[src/rtl/led_stretch_drv.sv]
// Per-channel LED pulse stretcher: each event input lights an active-low LED for a
// fixed number of prescaled ticks, then enforces a dark gap before the next flash.
module led_stretch_drv #(
   parameter int NCH = 4,
   parameter int PRESCALE = 50000,
   parameter int ON_TICKS = 20,
   parameter int OFF_TICKS = 5
) (
   input  logic           CLK,
   input  logic           RST,
   input  logic [NCH-1:0] EVT,
   input  logic           TEST,
   output logic [NCH-1:0] LED_L,
   output logic [NCH-1:0] BUSY
);

   localparam int PW = $clog2(PRESCALE);
   localparam int MAXT = (ON_TICKS > OFF_TICKS) ? ON_TICKS : OFF_TICKS;
   localparam int CW = ($clog2(MAXT) > 0) ? $clog2(MAXT) : 1;
   localparam logic [PW-1:0] PS_LAST = PW'(PRESCALE - 1);
   localparam logic [CW-1:0] ON_LAST = CW'(ON_TICKS - 1);
   localparam logic [CW-1:0] OFF_LAST = CW'(OFF_TICKS - 1);

   typedef enum logic [1:0] {IDLE, LIT, GAP} state_t;

   logic [NCH-1:0] sync1_q, sync2_q, prev_q;
   logic [NCH-1:0] evt;
   logic [PW-1:0]  presc_q, presc_d;
   logic           tick;
   state_t         state_q [NCH];
   logic [CW-1:0]  cnt_q [NCH];
   logic [NCH-1:0] pend_q;
   logic [NCH-1:0] ledL_q, busy_q;

   // EVT is asynchronous: two flops resolve metastability, the third detects the rise.
   always_ff @(posedge CLK or posedge RST) begin
      if (RST) begin
         sync1_q <= '0;
         sync2_q <= '0;
         prev_q  <= '0;
      end else begin
         sync1_q <= EVT;
         sync2_q <= sync1_q;
         prev_q  <= sync2_q;
      end
   end

   assign evt = sync2_q & ~prev_q;

   assign tick    = (presc_q == PS_LAST);
   assign presc_d = tick ? '0 : presc_q + PW'(1);

   always_ff @(posedge CLK or posedge RST) begin
      if (RST) begin
         presc_q <= '0;
      end else begin
         presc_q <= presc_d;
      end
   end

   // Outputs are registered from the current state, so an event consumed at one edge
   // shows on LED_L one edge later.
   always_ff @(posedge CLK or posedge RST) begin
      if (RST) begin
         for (int i = 0; i < NCH; i++) begin
            state_q[i] <= IDLE;
            cnt_q[i]   <= '0;
         end
         pend_q <= '0;
         ledL_q <= '1;
         busy_q <= '0;
      end else begin
         for (int i = 0; i < NCH; i++) begin
            ledL_q[i] <= ~((state_q[i] == LIT) | TEST);
            busy_q[i] <= (state_q[i] != IDLE);
            unique case (state_q[i])
               IDLE: begin
                  if (evt[i]) begin
                     state_q[i] <= LIT;
                     cnt_q[i]   <= '0;
                  end
               end
               LIT: begin
                  if (evt[i]) pend_q[i] <= 1'b1;
                  if (tick) begin
                     if (cnt_q[i] == ON_LAST) begin
                        state_q[i] <= GAP;
                        cnt_q[i]   <= '0;
                     end else begin
                        cnt_q[i] <= cnt_q[i] + CW'(1);
                     end
                  end
               end
               GAP: begin
                  // An event landing on the final gap tick re-lights directly instead of pending.
                  if (tick && (cnt_q[i] == OFF_LAST)) begin
                     cnt_q[i]   <= '0;
                     state_q[i] <= (pend_q[i] | evt[i]) ? LIT : IDLE;
                     pend_q[i]  <= 1'b0;
                  end else begin
                     if (evt[i]) pend_q[i] <= 1'b1;
                     if (tick) cnt_q[i] <= cnt_q[i] + CW'(1);
                  end
               end
               default: begin
                  state_q[i] <= IDLE;
                  cnt_q[i]   <= '0;
               end
            endcase
         end
      end
   end

   assign LED_L = ledL_q;
   assign BUSY  = busy_q;

endmodule

[config.mk]
export PLATFORM = sky130hd
export DESIGN_NAME = led_stretch_drv
export DESIGN_NICKNAME = d
export VERILOG_FILES = /design/src/rtl/led_stretch_drv.sv
export SDC_FILE = /design/constraint.sdc
export NUM_CORES = 1
export LEC_CHECK = 0
export BUFFER_PORTS_ARGS = -buffer_cell sky130_fd_sc_hd__buf_2
export CAP_MARGIN = 20
export CORE_ASPECT_RATIO = 0.7
export CORE_MARGIN = 4
export CORE_UTILIZATION = 55
export CTS_CLUSTER_SIZE = 25
export DETAILED_ROUTE_END_ITERATION = 10
export GPL_ROUTABILITY_DRIVEN = 0
export PLACE_DENSITY = 0.75
export SYNTH_ARGS = -nofsm -noshare
export SYNTH_HDL_FRONTEND = slang
export SYNTH_SLANG_ARGS = --single-unit
[constraint.sdc]
create_clock -name CLK -period 1.92 [get_ports CLK]
set_clock_uncertainty 0.05 [all_clocks]
set_input_delay 0.192 -clock CLK [delete_from_list [all_inputs] [get_ports CLK]]
set_output_delay 0.192 -clock CLK [all_outputs]
set_load 0.01 [all_outputs]
==> run summary, run 1 <==
Initial DRT Pass Iterations: 4
number of synthesized flops with an enable pin: 0
fillers: 473
r2r startpoint: presc_q[7]
largest net degree at the start of global routing: 45
I/O pin count: 15
CP Cell Sequence: nor4b_4 > nand4_2 > a221o_1 > a21oi_2 > mux2_4
routed wire length per instance: 14.49 um
Layout area overhead: 19.65%
placed cell count: 454
Tmin final: 1.881 ns
kind of critical path: flip-flop to flip-flop
max-slew violation count: 0
non-filler instance count after layout: 477
max cap viols: 0
post-route design area: 4222 um^2
Worst Slack Setup Final: 0.03861 ns
Post-Place Setup Slack: 0.03813 ns
Die Span Y: 75.01 um
# setup viols final: 0
initial antenna violation count: 0
first-pass GRT wire length: 11.67 mm
vias per inst: 5.528
Synth Net Count: 373
Post-synth ARST share: 100.0%
CP Buf/Inv Count: 0
vias in the first global route: 2542
total CTS buffers: 9
Worst-path clk slew: 0.07 ns
signal arrival time at the worst endpoint: 2.06 ns
Starting Density: 56.76%
H-tree depth: 3
1st-iter DRT viols: 112
CTS root buffer: clkbuf_8
most frequent cells in the layout: 64 x dfrtp_1, 24 x nor2_1, 24 x ha_1, 24 x buf_4
Main synth FF type: dfrtp_1
# diodes: 0
Hold Crit Class: flip-flop to flip-flop
fin crit share: 97.99%
DIE AREA: 7781 um^2
PwrDens: 1065 nW/um^2
DR vias: 2637
syn_area_per_cell: 10.35 um^2
slowest library cell on the worst path: dfrtp_1
gr ovfl total: 0
Max clock buf depth: 2
drc violations: 0
commonest non-fill, non-tap cell in the layout: dfrtp_1
Fmax achieved: 531.5 MHz
TritonCTS clock tree: done
row cnt: 24
Die X-Extent: 103.7 um
drt total wl: 6.913 mm
worst vdd ir: 0.4775 mV
cell family with most CP delay: compound AO/OA/AOI/OAI gates
hpwl dp: 4.738 mm
fraction of layout cells with a size suffix above 1: 20.05%
Yosys cell types: 51
# port buffers: 14
clock sink total: 68
Total Routing Usage GR: 18.91%
Worst setup EP type: flip-flop
worst slew pin tran: 0.5474 ns
layout net count: 426
leakage: 1.888 nW
Final Core Density: 67.91%
#FFs+latches synth: 68
origin of the worst setup path: presc_q[7]
sequential area share after synthesis: 48.37%
Post-Syn Area: 3528 um^2
max incr delay on CP: 0.42 ns
WP data required: 2.10 ns
Critical Path Fanout Max: 4
Ys Warns: 0
relative slew slack: 63.43%
Post-Syn Instances: 341
clock latency on the worst-skew pair: 0.34 ns
RSZ-0062 raised after global routing: true
CORE AREA: 6216 um^2
dpl cell area: 3890 um^2
Final Hold Viols: 0
Final ANT Viol Nets: 0
HP Start: sync1_q[1]
status: finished, final reports clean
Setup crit start kind: flip-flop
-- timing repair --
item	in CTS	in global routing
hold endpoints to repair	27	0
hold buffers	6	0
buffers inserted	0	1
resized for setup	0	14
setup endpoints to repair	0	18
-- path summary, 6_finish.rpt --
kind	depth (start not counted)	end	slack, ns
min in group asynchronous	3	sync1_q[2]	0.40
hold reg to reg	0	sync2_q[1]	0.30
max in group asynchronous	4	LED_L[0]	0.78
hold / removal	0	sync2_q[1]	0.30
setup reg to reg	5	state_q[4]	0.04
setup / recovery	5	state_q[4]	0.04
-- layout make-up --
class | instances | area (um^2) | area share (%)
Inverter | 24 | 93.84 | 2.223
Multi-Input combinational cell | 245 | 1745 | 41.35
Tap cell | 78 | 97.59 | 2.312
Clock buffer | 12 | 155.1 | 3.675
Timing Repair Buffer | 46 | 350.3 | 8.299
Clock inverter | 4 | 72.57 | 1.719
Sequential cell | 68 | 1707 | 40.43
-- flip-flops by register name, indices dropped and copies added, names as in the netlist --
register and count:
BUSY 4, LED_L 4, cnt_q 20, pend_q 4, presc_q 16, prev_q 4
state_q 8, sync1_q 4, sync2_q 4
-- metal layers --
| layer | wire length (um) | GRT usage [%] |
|---|---|---|
| met1 | 3362 | 24.94 |
| met2 | 3155 | 30.72 |
| met3 | 317 | 5.827 |
| met4 | 77 | 5.900 |
| met5 | 0 | 0 |
-- worst register-to-register path, cell delays in order, from the launching register on --
cell	delay, ns
dfrtp_1	0.42
nor4b_4	0.30
nand4_2	0.18
a221o_1	0.39
a21oi_2	0.13
mux2_4	0.31
-- cell families after synthesis --
group | Yosys count | synth area share [%]
AND/OR/NAND/NOR | 114 | 17.94
AO/OA/AOI/OAI | 84 | 15.64
flip-flops | 68 | 48.37
buffers and inverters | 28 | 3.333
adder cells (fa/ha/maj) | 25 | 8.865
XOR/XNOR | 16 | 3.972
multiplexers | 6 | 1.879
-- power by group --
| part | switching (W) | total (W) | internal, W |
|---|---|---|---|
| Combinational | 0.000793 | 0.00143 | 0.000633 |
| Sequential | 0.000120 | 0.00175 | 0.00163 |
| Clock | 0.000526 | 0.00133 | 0.000800 |
| Total | 0.00144 | 0.00450 | 0.00306 |
-- per-stage QoR --
stage                     setup TNS [ns]  power, W  hold WS, ns
after floorplan                        0  0.002703       0.1693
after global placement                 0  0.003070       0.2136
after detailed placement               0  0.003109       0.2189
after CTS                              0  0.004473       0.3019
after global routing             -0.1199  0.004787       0.3147
final                                  0  0.004498       0.2967
-- cells in the mapped netlist, drive strengths merged (5+ instances only) --
cell    number  area (um^2)
dfrtp       64         1602
o21ai       31        162.7
nor2        26        100.1
ha          25        312.8
inv         24        90.09
a21oi       23        126.4
nand2       23        86.33
nand3       17        85.08
xor2        10        87.58
and3         8        50.05
nor2b        8        50.05
a31oi        7        43.79
nand2b       7        43.79
a22o         6        52.55
and2         6        37.54
xnor2        6        52.55
mux2         5        56.30
Note: power is estimated with default switching activity, not from simulation.
==> inputs of run 2 (changes only) <==
- CORE_ASPECT_RATIO: 0.7 -> 1.5
==> run summary, run 2 (synthesis gave the netlist of run 1 again) <==
Initial DRT Pass Iterations: 4
DIE AREA: 7787 um^2
# port buffers: 14
CP Buf/Inv Count: 1
# diodes: 0
vias in the first global route: 2616
total CTS buffers: 9
Final Hold Viols: 0
Die Span Y: 106.1 um
Hold Path Depth: 0
layout net count: 431
gr ovfl total: 0
Max clock buf depth: 2
kind of critical path: flip-flop to flip-flop
fillers: 449
H-tree depth: 3
1st-iter DRT viols: 131
max-slew violation count: 0
I/O pin count: 15
vias per inst: 5.653
Layout area overhead: 20.53%
most frequent cells in the layout: 64 x dfrtp_1, 27 x buf_4, 23 x nor2_1, 23 x inv_1, 23 x ha_1
Post-Place Setup Slack: 0.02593 ns
hold slack: 0.3044 ns
hpwl dp: 4.929 mm
# setup viols final: 0
TritonCTS clock tree: done
initial antenna violation count: 0
commonest non-fill, non-tap cell in the layout: dfrtp_1
cells on worst reg2reg path: 6
slowest library cell on the worst path: or4_1
WP data required: 2.10 ns
Starting Density: 57.14%
first-pass GRT wire length: 11.59 mm
clock latency on the worst-skew pair: 0.34 ns
TNS Setup: 0 ns
CP Cell Sequence: inv_1 > ha_1 > or4_1 > o221a_2 > nand4bb_1 > nand3_1
DR vias: 2702
RSZ-0062 raised after global routing: true
Fmax achieved: 526.3 MHz
Worst Slack Setup Final: 0.01990 ns
max cap viols: 0
routed wire length per instance: 14.63 um
leakage: 1.912 nW
Crit path depth: 6
cell family with most CP delay: simple AND/OR/NAND/NOR gates
Worst setup EP type: flip-flop
fraction of layout cells with a size suffix above 1: 21.53%
Total Routing Usage GR: 18.96%
drt total wl: 6.991 mm
drc violations: 0
Tmin final: 1.900 ns
Hold Crit Class: flip-flop to flip-flop
number of flip-flops in the largest register: 20
Setup crit start kind: flip-flop
status: finished, final reports clean
Worst-path clk slew: 0.07 ns
CTS root buffer: clkbuf_8
PwrDens: 1039 nW/um^2
biggest registers after layout: cnt_q: 20 flops, presc_q: 16 flops, state_q: 8 flops
fin crit share: 98.96%
signal arrival time at the worst endpoint: 2.08 ns
relative slew slack: 62.05%
clock sink total: 68
Final ANT Viol Nets: 0
row cnt: 35
max incr delay on CP: 0.54 ns
Biggest register: cnt_q
Critical Path Fanout Max: 4
largest net degree at the start of global routing: 25
CORE AREA: 6175 um^2
total power: 0.004418 W
worst vdd ir: 0.5667 mV
worst slew pin tran: 0.5681 ns
Die X-Extent: 73.40 um
[run 2: layer usage]
layer	wire, um	share of wire [%]	track usage (%)	vias to the layer above
li1	-	-	-	1318
met5	0	0	0	-
met1	2877	41	21.84	1334
met3	221	3.2	4.068	10
met4	119	1.7	7.642	0
met2	3774	54	33.29	40
[run 2: stage by stage]
step	std cells	utilization [%]	area (um^2)
4_1_cts	472	67.17	4148
6_report	478	68.88	4253
3_3_place_gp	450	62.92	3885
5_1_grt	478	68.88	4253
2_1_floorplan	341	-	3537
3_5_place_dp	450	62.92	3885
[run 2: layout make-up]
cell class	count	area (um^2)	share of cell area, %
inverters	24	93.84	2.207
multi-input cells	245	1762	41.42
repair buffers	51	395.4	9.297
well taps	74	92.59	2.177
clock inverters	4	47.55	1.118
clock buffers	12	155.1	3.648
flip-flops and latches	68	1707	40.13
[run 2: worst paths after layout]
| kind | to | slack [ns] | start |
|---|---|---|---|
| setup / recovery | cnt_q[12] | 0.02 | state_q[5] |
| hold / removal | sync2_q[0] | 0.30 | sync1_q[0] |
| setup reg to reg | cnt_q[12] | 0.02 | state_q[5] |
| hold reg to reg | sync2_q[0] | 0.30 | sync1_q[0] |
| max in group asynchronous | prev_q[0] | 0.92 | RST |
| min in group asynchronous | cnt_q[2] | 0.40 | RST |
[run 2: report_power, final]
| group | internal (W) | switching (W) | leakage (nW) |
|---|---|---|---|
| combinational | 0.000668 | 0.000804 | 0.959 |
| clock | 0.000667 | 0.000533 | 0.102 |
| sequential | 0.00162 | 0.000121 | 0.851 |
[run 2: timing repair]
| action | 4_1_cts | 5_1_grt |
|---|---|---|
| hold buffers | 6 | 0 |
| buffers inserted | 0 | 6 |
| hold endpoints to repair | 26 | 0 |
| gates resized for setup | 0 | 17 |
| setup endpoints to repair | 0 | 16 |
